$ cat src/rtl/lease_table_loader_if.sv
// Host stream plus LLT write-port bundle between the host/LLT side (master)
// and the loader (slave).
interface lease_table_loader_if #(
  parameter int BW_DATA           = 32,
  parameter int BW_REF_ADDR       = 32,
  parameter int BW_LEASE_REGISTER = 32,
  parameter int BW_ADDR           = 8
);
  logic [BW_DATA-1:0]           data_i;
  logic                         valid_i;
  logic                         ready_o;
  logic [BW_ADDR-1:0]           addr_o;
  logic                         wren_ref_addr_o;
  logic                         wren_lease_o;
  logic                         rmen_o;
  logic [BW_REF_ADDR-1:0]       ref_addr_o;
  logic [BW_LEASE_REGISTER-1:0] ref_lease_o;

  modport slave (
    input  data_i, valid_i,
    output ready_o, addr_o, wren_ref_addr_o, wren_lease_o, rmen_o,
           ref_addr_o, ref_lease_o
  );

  modport master (
    output data_i, valid_i,
    input  ready_o, addr_o, wren_ref_addr_o, wren_lease_o, rmen_o,
           ref_addr_o, ref_lease_o
  );
endinterface

$ cat src/rtl/lease_table_loader.sv
// Write-side sequencer for the dual-table lease lookup table: streams entries in
// an order that keeps each entry invalid until its final lease0 write.
module lease_table_loader #(
  parameter int N_ENTRIES         = 128,
  parameter int BW_LEASE_REGISTER = 32,
  parameter int BW_REF_ADDR       = 32,
  parameter int BW_DATA           = 32
) (
  input  logic                      clock_i,
  input  logic                      reset_i,
  input  logic                      start_i,
  input  logic                      clear_i,
  lease_table_loader_if.slave       llt_bus,
  output logic                      busy_o,
  output logic                      done_o,
  output logic                      error_o,
  output logic [$clog2(N_ENTRIES):0] loaded_o
);
  localparam int BW_ENTRIES = $clog2(N_ENTRIES);

  typedef enum logic [2:0] {
    S_IDLE, S_CLEAR, S_HDR, S_INVAL, S_L1, S_PROB, S_REF, S_L0
  } state_t;

  state_t                       r_state, w_state_next;
  logic [BW_ENTRIES-1:0]        r_idx, w_idx_next;
  logic [BW_ENTRIES:0]          r_cnt, w_cnt_next;
  logic [BW_ENTRIES:0]          r_loaded, w_loaded_next;
  logic [BW_ENTRIES:0]          r_addr, w_addr_next;
  logic                         r_wren_ref, w_wren_ref_next;
  logic                         r_wren_lease, w_wren_lease_next;
  logic                         r_rmen, w_rmen_next;
  logic [BW_REF_ADDR-1:0]       r_ref_addr, w_ref_addr_next;
  logic [BW_LEASE_REGISTER-1:0] r_ref_lease, w_ref_lease_next;
  logic                         r_done, w_done_next;
  logic                         r_error, w_error_next;

  logic                         w_ready;
  logic                         w_accept;
  logic [15:0]                  w_hdr_cnt;
  logic                         w_last_entry;

  assign w_hdr_cnt    = llt_bus.data_i[15:0];
  assign w_accept     = llt_bus.valid_i & w_ready;
  assign w_last_entry = ({1'b0, r_idx} == (r_cnt - 1'b1));

  always_comb begin
    w_state_next      = r_state;
    w_idx_next        = r_idx;
    w_cnt_next        = r_cnt;
    w_loaded_next     = r_loaded;
    w_addr_next       = r_addr;
    w_ref_addr_next   = r_ref_addr;
    w_ref_lease_next  = r_ref_lease;
    w_wren_ref_next   = 1'b0;
    w_wren_lease_next = 1'b0;
    w_rmen_next       = 1'b0;
    w_done_next       = 1'b0;
    w_error_next      = 1'b0;
    w_ready           = 1'b0;

    case (r_state)
      S_IDLE: begin
        if (clear_i) begin
          w_state_next = S_CLEAR;
          w_idx_next   = '0;
        end else if (start_i) begin
          w_state_next = S_HDR;
        end
      end
      S_CLEAR: begin
        w_rmen_next = 1'b1;
        w_addr_next = {1'b0, r_idx};
        if (r_idx == BW_ENTRIES'(N_ENTRIES - 1)) begin
          w_done_next  = 1'b1;
          w_idx_next   = '0;
          w_state_next = S_IDLE;
        end else begin
          w_idx_next = r_idx + 1'b1;
        end
      end
      S_HDR: begin
        w_ready = 1'b1;
        if (w_accept) begin
          if (w_hdr_cnt == 16'd0) begin
            w_done_next   = 1'b1;
            w_loaded_next = '0;
            w_state_next  = S_IDLE;
          end else if (w_hdr_cnt > 16'(N_ENTRIES)) begin
            // Illegal count: leave the table and the previous loaded count alone.
            w_error_next = 1'b1;
            w_state_next = S_IDLE;
          end else begin
            w_cnt_next    = w_hdr_cnt[BW_ENTRIES:0];
            w_idx_next    = '0;
            w_loaded_next = '0;
            w_state_next  = S_INVAL;
          end
        end
      end
      S_INVAL: begin
        w_rmen_next  = 1'b1;
        w_addr_next  = {1'b0, r_idx};
        w_state_next = S_L1;
      end
      S_L1: begin
        w_ready = 1'b1;
        if (w_accept) begin
          w_wren_ref_next = 1'b1;
          w_addr_next     = {1'b1, r_idx};
          w_ref_addr_next = llt_bus.data_i[BW_REF_ADDR-1:0];
          w_state_next    = S_PROB;
        end
      end
      S_PROB: begin
        w_ready = 1'b1;
        if (w_accept) begin
          w_wren_lease_next = 1'b1;
          w_addr_next       = {1'b1, r_idx};
          w_ref_lease_next  = BW_LEASE_REGISTER'(llt_bus.data_i[8:0]);
          w_state_next      = S_REF;
        end
      end
      S_REF: begin
        w_ready = 1'b1;
        if (w_accept) begin
          w_wren_ref_next = 1'b1;
          w_addr_next     = {1'b0, r_idx};
          w_ref_addr_next = llt_bus.data_i[BW_REF_ADDR-1:0];
          w_state_next    = S_L0;
        end
      end
      S_L0: begin
        w_ready = 1'b1;
        if (w_accept) begin
          // lease0 write sets the valid bit, so it must be the last write of the entry.
          w_wren_lease_next = 1'b1;
          w_addr_next       = {1'b0, r_idx};
          w_ref_lease_next  = llt_bus.data_i[BW_LEASE_REGISTER-1:0];
          w_loaded_next     = r_loaded + 1'b1;
          if (w_last_entry) begin
            w_done_next  = 1'b1;
            w_state_next = S_IDLE;
          end else begin
            w_idx_next   = r_idx + 1'b1;
            w_state_next = S_INVAL;
          end
        end
      end
      default: w_state_next = S_IDLE;
    endcase
  end

  always_ff @(posedge clock_i) begin
    if (reset_i) begin
      r_state      <= S_IDLE;
      r_idx        <= '0;
      r_cnt        <= '0;
      r_loaded     <= '0;
      r_addr       <= '0;
      r_wren_ref   <= 1'b0;
      r_wren_lease <= 1'b0;
      r_rmen       <= 1'b0;
      r_ref_addr   <= '0;
      r_ref_lease  <= '0;
      r_done       <= 1'b0;
      r_error      <= 1'b0;
    end else begin
      r_state      <= w_state_next;
      r_idx        <= w_idx_next;
      r_cnt        <= w_cnt_next;
      r_loaded     <= w_loaded_next;
      r_addr       <= w_addr_next;
      r_wren_ref   <= w_wren_ref_next;
      r_wren_lease <= w_wren_lease_next;
      r_rmen       <= w_rmen_next;
      r_ref_addr   <= w_ref_addr_next;
      r_ref_lease  <= w_ref_lease_next;
      r_done       <= w_done_next;
      r_error      <= w_error_next;
    end
  end

  assign llt_bus.ready_o         = w_ready;
  assign llt_bus.addr_o          = r_addr;
  assign llt_bus.wren_ref_addr_o = r_wren_ref;
  assign llt_bus.wren_lease_o    = r_wren_lease;
  assign llt_bus.rmen_o          = r_rmen;
  assign llt_bus.ref_addr_o      = r_ref_addr;
  assign llt_bus.ref_lease_o     = r_ref_lease;
  assign busy_o                  = (r_state != S_IDLE);
  assign done_o                  = r_done;
  assign error_o                 = r_error;
  assign loaded_o                = r_loaded;
endmodule

$ cat src/flat_wrapper.sv
// flat-port wrapper written by rule: the top's interface ports become plain ports
module lease_table_loader_flat 
#(
  parameter int N_ENTRIES         = 128,
  parameter int BW_LEASE_REGISTER = 32,
  parameter int BW_REF_ADDR       = 32,
  parameter int BW_DATA           = 32
)
  (clock_i, reset_i, start_i, clear_i, busy_o, done_o, error_o, loaded_o, llt_bus_data_i, llt_bus_valid_i, llt_bus_ready_o, llt_bus_addr_o, llt_bus_wren_ref_addr_o, llt_bus_wren_lease_o, llt_bus_rmen_o, llt_bus_ref_addr_o, llt_bus_ref_lease_o);
  lease_table_loader_if #(.BW_ADDR((8)), .BW_DATA(BW_DATA), .BW_REF_ADDR(BW_REF_ADDR), .BW_LEASE_REGISTER(BW_LEASE_REGISTER)) llt_bus_i ();
  input  logic clock_i;
  input  logic reset_i;
  input  logic start_i;
  input  logic clear_i;
  output logic busy_o;
  output logic done_o;
  output logic error_o;
  output logic [$clog2(N_ENTRIES):0] loaded_o;
  input wire logic [$bits(llt_bus_i.data_i)-1:0] llt_bus_data_i;
  input wire logic [$bits(llt_bus_i.valid_i)-1:0] llt_bus_valid_i;
  output wire logic [$bits(llt_bus_i.ready_o)-1:0] llt_bus_ready_o;
  output wire logic [$bits(llt_bus_i.addr_o)-1:0] llt_bus_addr_o;
  output wire logic [$bits(llt_bus_i.wren_ref_addr_o)-1:0] llt_bus_wren_ref_addr_o;
  output wire logic [$bits(llt_bus_i.wren_lease_o)-1:0] llt_bus_wren_lease_o;
  output wire logic [$bits(llt_bus_i.rmen_o)-1:0] llt_bus_rmen_o;
  output wire logic [$bits(llt_bus_i.ref_addr_o)-1:0] llt_bus_ref_addr_o;
  output wire logic [$bits(llt_bus_i.ref_lease_o)-1:0] llt_bus_ref_lease_o;
  assign llt_bus_i.data_i = llt_bus_data_i;
  assign llt_bus_i.valid_i = llt_bus_valid_i;
  assign llt_bus_ready_o = llt_bus_i.ready_o;
  assign llt_bus_addr_o = llt_bus_i.addr_o;
  assign llt_bus_wren_ref_addr_o = llt_bus_i.wren_ref_addr_o;
  assign llt_bus_wren_lease_o = llt_bus_i.wren_lease_o;
  assign llt_bus_rmen_o = llt_bus_i.rmen_o;
  assign llt_bus_ref_addr_o = llt_bus_i.ref_addr_o;
  assign llt_bus_ref_lease_o = llt_bus_i.ref_lease_o;
  lease_table_loader #(.N_ENTRIES(N_ENTRIES), .BW_LEASE_REGISTER(BW_LEASE_REGISTER), .BW_REF_ADDR(BW_REF_ADDR), .BW_DATA(BW_DATA)) u_core (.clock_i(clock_i), .reset_i(reset_i), .start_i(start_i), .clear_i(clear_i), .llt_bus(llt_bus_i), .busy_o(busy_o), .done_o(done_o), .error_o(error_o), .loaded_o(loaded_o));
endmodule
$ cat config.mk
export PLATFORM = sky130hd
export DESIGN_NAME = lease_table_loader_flat
export DESIGN_NICKNAME = d
export VERILOG_FILES = /design/src/rtl/lease_table_loader_if.sv /design/src/rtl/lease_table_loader.sv /design/src/flat_wrapper.sv
export SDC_FILE = /design/constraint.sdc
export NUM_CORES = 1
export LEC_CHECK = 0
export ABC_CLOCK_PERIOD_IN_PS = 2100
export CAP_MARGIN = 20
export CORE_MARGIN = 2
export CORE_UTILIZATION = 48
export CTS_BUF_LIST = sky130_fd_sc_hd__clkbuf_16
export DETAILED_ROUTE_END_ITERATION = 12
export PLACE_DENSITY = 0.8
export SYNTH_ARGS = -nofsm -noshare
export SYNTH_HDL_FRONTEND = slang
export SYNTH_SLANG_ARGS = --single-unit
$ cat constraint.sdc
create_clock -name clock_i -period 2.1 [get_ports clock_i]
set_input_delay 0.315 -clock clock_i [delete_from_list [all_inputs] [get_ports clock_i]]
set_output_delay 0.315 -clock clock_i [all_outputs]
set_load 0.01 [all_outputs]
Word level (Yosys, flattened, before mapping)
Cells that the tools add are included.
- add/sub/neg operators: 3
- magnitude comparators: 1
- equality and inequality tests: 23
- muxes and demuxes: 41
- bitwise logic cells: 7
- reductions and logical operators: 23
- operators by type and width (operator ; count):
    $mux W32 ; 2
    $pmux W32 S2 ; 1
    $mux W7 ; 7
    $mux W8 ; 6
    $pmux W7 S4 ; 1
    $mux W3 ; 9
    $pmux W3 S8 ; 1
    $pmux W8 S3 ; 1
    $gt A16 B8 Y1 const B ; 1
    $logic_not A16 Y1 ; 1
    $ne A2 B1 Y1 const B ; 8
    $pmux W8 S2 ; 1
    $reduce_and A7 Y1 ; 2
    $reduce_or A2 Y1 ; 7
    $eq A3 B3 Y1 const B ; 4
    $mux W1 ; 9
    $add A8 B1 Y8 const B ; 1
    $eq A7 B8 Y1 ; 1
    $ne A2 B2 Y1 const B ; 4
    $reduce_and A4 Y1 ; 2
    $sub A8 B1 Y8 const B ; 1
    $add A7 B1 Y7 const B ; 1
    $eq A7 B7 Y1 const B ; 1
    $eq A3 B2 Y1 const B ; 2
    other kinds (15) ; 24
- register bits: 103
- input bits: 37
- output and inout bits: 87
- logic and storage cells: 110

Depth between registers and ports, before layout
- word-level depth: 6
- mapped depth: 8

Worst setup path after synthesis
Ideal clock, no wire load.
- path type: reg-to-reg
- start point: register u_core.r_cnt[0]
- end point: register u_core.r_idx[4]
- library setup time: 0.067 ns
- arrival: 1.796 ns
- required time: 2.033 ns
- setup slack: 0.236 ns
- stages on the path, launching flop included: 9
- path buffers: 0
- clock period less this slack: 1.864 ns
- cell sequence: dfxtp_1 inv_1 ha_1 xor2_1 nand2_1 nor4_1 o211ai_1 a31o_1 a21oi_2
- longest elaborated chain between the ends: 4
- RTL lines (what ; line ; RTL):
    start, declared ; lease_table_loader.sv:27 ; logic [BW_ENTRIES:0] r_cnt, w_cnt_next;
    start signal, assigned ; lease_table_loader.sv:171 ; r_cnt <= w_cnt_next;
    $sub A8 B1 Y8 ; lease_table_loader.sv:45 ; assign w_last_entry = ({1'b0, r_idx} == (r_cnt - 1'b1));
    $eq A7 B8 Y1 ; lease_table_loader.sv:45 ;
    $ne A2 B2 Y1 (no line) ; n/a ;
    $reduce_and A7 Y1 (no line) ; n/a ;
    end signal, assigned ; lease_table_loader.sv:170 ; r_idx <= w_idx_next;
    end, declared ; lease_table_loader.sv:26 ; logic [BW_ENTRIES-1:0] r_idx, w_idx_next;
No other way between the ends.
A chain may end at the register's enable or synchronous reset.

Worst setup path in the final report
- start point: input port llt_bus_data_i[0]
- end point: register u_core.r_state[0]
- longest elaborated chain between the ends: 5
- elaborated cells on any way between the ends: 6
- those cells by class: order compare: 1; mux: 4; reduce/logical: 1
- RTL lines (what ; line ; RTL):
    start, declared ; flat_wrapper.sv:19 ; input wire logic [$bits(llt_bus_i.data_i)-1:0] llt_bus_data_i;
    $gt A16 B8 Y1 ; lease_table_loader.sv:89 ; end else if (w_hdr_cnt > 16'(N_ENTRIES)) begin
    $mux W2 ; lease_table_loader.sv:89 ;
    $mux W3 (*) ; lease_table_loader.sv:85 ; if (w_hdr_cnt == 16'd0) begin
    $mux W3 (*) ; lease_table_loader.sv:84 ; if (w_accept) begin
    $pmux W3 S8 (*) ; lease_table_loader.sv:62 ; case (r_state)
    end signal, assigned ; lease_table_loader.sv:169 ; r_state <= w_state_next;
    end, declared ; lease_table_loader.sv:25 ; state_t r_state, w_state_next;
Mark *: on every way between the ends. The rest lies on a longest branch, timed or not. The select of a mux whose other input is x is not followed.

==> results.py <==
metrics = {
    "power": {
        "p_per_area_nw_per_um2": 763,
        "power_leakage_nw": 2.31,
        "max-vdd-ir-drop_mv": 0.399,
    },
    "logic_synthesis": {
        "syn_nets": 587,
        "syn_avg_cell_area_um2": 8.04,
        "synth_area_um2": 4400,
        "yosysWarnings": 0,
        "ys_seq_area_share_pct": 46.9,
        "synth_top_area_cell": "dfxtp_1",
        "synth_common_cells": "127 x nand2_1, 103 x dfxtp_1, 72 x a21oi_1",
        "ys.flop_type": "dfxtp_1",
        "synthTopCellsByArea": "dfxtp_1 47%, nand2_1 11%, a21oi_1 8.2%",
        "yosysTopAreaCellShare_pct": 46.9,
        "ys_seq_elements": 103,
        "yosys.cell_types.count": 54,
        "synth_edf_count": 0,
        "async_reset_ff_share_pct": 0,
        "synth_most_common_cell": "nand2_1",
        "syn_inst": 547,
    },
    "detailed_routing": {
        "drt-total-wl_mm": 13.0,
        "drt.antenna.violating_nets": 0,
        "drcViolationCount": 0,
        "drtPass1Iterations": 5,
        "num_vias": 4476,
        "dr.first_iter.drc_count": 237,
        "wl_per_cell_um": 16.1,
        "vias_per_cell": 5.56,
    },
    "global_route": {
        "track_usage_pct": 25.4,
        "antenna_found_initial": 0,
        "grt_pass1_wl_mm": 20.5,
        "overflow": 0,
        "grt_max_degree": 59,
        "grt_pass1_vias": 4233,
    },
    "timing": {
        "period_needed_ns": 2.07,
        "maxSlewHeadroom_pct": 52.0,
        "worst_pin_slew_ns": 0.719,
        "hold_viol": 0,
        "slew_violations": 0,
        "fin_skew_ns": 0.0119,
        "hold_ws_ns": 0.330,
        "setup_violations": 0,
        "grt_setup_unrepaired": "true",
        "fmax_mhz": 484,
        "period_share_pct": 98.4,
    },
    "min_path": {
        "min_from": "reset_i",
        "min_path_type": "in2reg",
    },
    "placement": {
        "post-place-cells": 788,
        "routabilityCongestion": 0.867,
        "place_hpwl_mm": 8.89,
        "numPortBuffers": 123,
    },
    "critical_path": {
        "path_class": "in2reg",
        "start_kind": "primary input",
        "worst_ep_arrival_time_ns": 2.29,
        "path_max_fanout": 3,
        "crit_required_ns": 2.32,
        "end_kind": "register",
        "setup.worst_path.start": "llt_bus_data_i[0]",
        "r2r_start": "u_core.r_cnt[3]$_SDFFE_PP0P_",
    },
    "clocking": {
        "cts-buffers-inserted": 9,
        "clk_pin_slew_ns": 0.07,
        "cts_htree_levels": 3,
        "hold_buffers": 0,
        "root_buffer": "clkbuf_16",
        "insertion_delay_ns": 0.35,
        "cts.sinks": 103,
        "cts_tree": "yes",
        "clockBufferDepth": 2,
    },
    "die": {
        "start_util_pct": 50.0,
        "die_h_um": 99.7,
        "row_count": 34,
        "die-area_um2": 9950,
        "die_x_um": 99.7,
        "num_io_pins": 124,
        "fp.coreArea_um2": 8810,
    },
    "run_status": {
        "status": "completed",
    },
    "flow_run": {
        "cap_viol_max_count": 0,
    },
    "layout": {
        "final-instance-count-excl-fill": 805,
        "fin_util_pct": 73.1,
        "fin_nets": 732,
        "drive_gt1_share_pct": 14.1,
        "diodes": 0,
        "area_growth_pct": 46.4,
    },
}
what timing repair did:
action,4_1_cts,5_1_grt
endpoints found under the setup margin,13,23
pin swaps,3,11
setup buffers,0,1
resized for setup,8,29
final timing paths:
kind	end	slack (ns)	cells past startpoint
hold / removal	u_core.done_o$_SDFF_PP0_	0.33	2
setup / recovery	u_core.r_state[0]$_SDFFE_PP0P_	0.03	8
hold reg to reg	u_core.llt_bus.ref_lease_o[11]$_SDFFE_PP0P_	0.45	2
setup reg to reg	u_core.r_state[0]$_SDFFE_PP0P_	0.04	6
metal layers:
layer	vias up	wire length [µm]	global-route usage [%]	share of wire, %
li1	2164	-	-	-
met1	2145	5420	32.9	42
met2	146	6420	42.5	50
met3	21	907	5.83	7.0
met4	0	218	7.69	1.7
met5	-	0	0	0
critical path: stages:
cell and delay (ns):
clkdlybuf4s50_1 0.48, or3_1 0.49, nor3_4 0.24, nor3_2 0.07, buf_4 0.16, nor2_1 0.08
nor2_1 0.06, o41a_1 0.39
sequential cells by signal (all words and copies together) (netlist names):
signal                          flops
u_core.llt_bus.rmen_o               1
u_core.error_o                      1
u_core.done_o                       1
u_core.r_cnt                        8
u_core.r_idx                        7
u_core.llt_bus.ref_lease_o         32
u_core.llt_bus.wren_lease_o         1
u_core.loaded_o                     8
u_core.r_state                      3
u_core.llt_bus.ref_addr_o          32
u_core.llt_bus.addr_o               8
u_core.llt_bus.wren_ref_addr_o      1
stage by stage:
step / TNS, ns / cell area (µm²) / power, W / setup WS (ns)
floorplan: 0 / 4400 / 0.00278 / 0.236
global placement: -5.73 / 5990 / 0.00326 / -0.334
detailed placement: -7.87 / 5990 / 0.00328 / -0.436
CTS: 0 / 6310 / 0.00486 / 0.000810
global route: -0.143 / 6440 / 0.00514 / -0.0534
finish: 0 / 6440 / 0.00491 / 0.0343
cell type report:
class	count	area (µm²)
Clock buffer	9	225
Tap cell	108	135
Clock inverter	7	55.1
Inverter	7	26.3
Sequential cell	103	2070
Fill cell	687	2360
Multi-Input combinational cell	401	2310
Timing Repair Buffer	170	1620
cells in the final DEF (no fill, tap or decap), types with 3 or more instances in the layout:
cell             netlist  layout
buf_12                 0       3
a21oi_1               72      72
clkdlybuf4s50_1        0     118
nor4_2                 0       6
inv_1                  7       7
dfxtp_1              103      99
buf_4                  1      43
nor2_1                43      41
nor2b_1                4       4
nand4_1                7       7
xnor2_1               11      10
and2_1                 4       3
xor2_1                 4       3
nand2b_1               6       6
nand2_1              127     127
nor3_1                 8       7
o31ai_1                3       3
mux2i_1               16      16
nand3_1               36      36
dfxtp_2                0       3
dlygate4sd2_1          0       3
o211ai_1               3       3
clkbuf_16              0       9
logic make-up (layout without fill, tap and decap cells):
logic type,count (synthesis),in the layout,synth area share [%]
flops,103,103,46.9
buf+inv,43,193,4.04
xor+xnor,15,15,2.99
compound gates,108,108,15.0
simple gates,257,257,26.1
fa+ha+maj,3,3,0.853
mux,18,18,4.15
where the power goes:
part / internal (W) / switching [W] / total, W
Combinational: 0.000544 / 0.000696 / 0.00124
Clock: 0.000820 / 0.000777 / 0.00160
Sequential: 0.00202 / 0.0000622 / 0.00208
Total: 0.00338 / 0.00153 / 0.00491
Power figures use the tool's default switching activity.
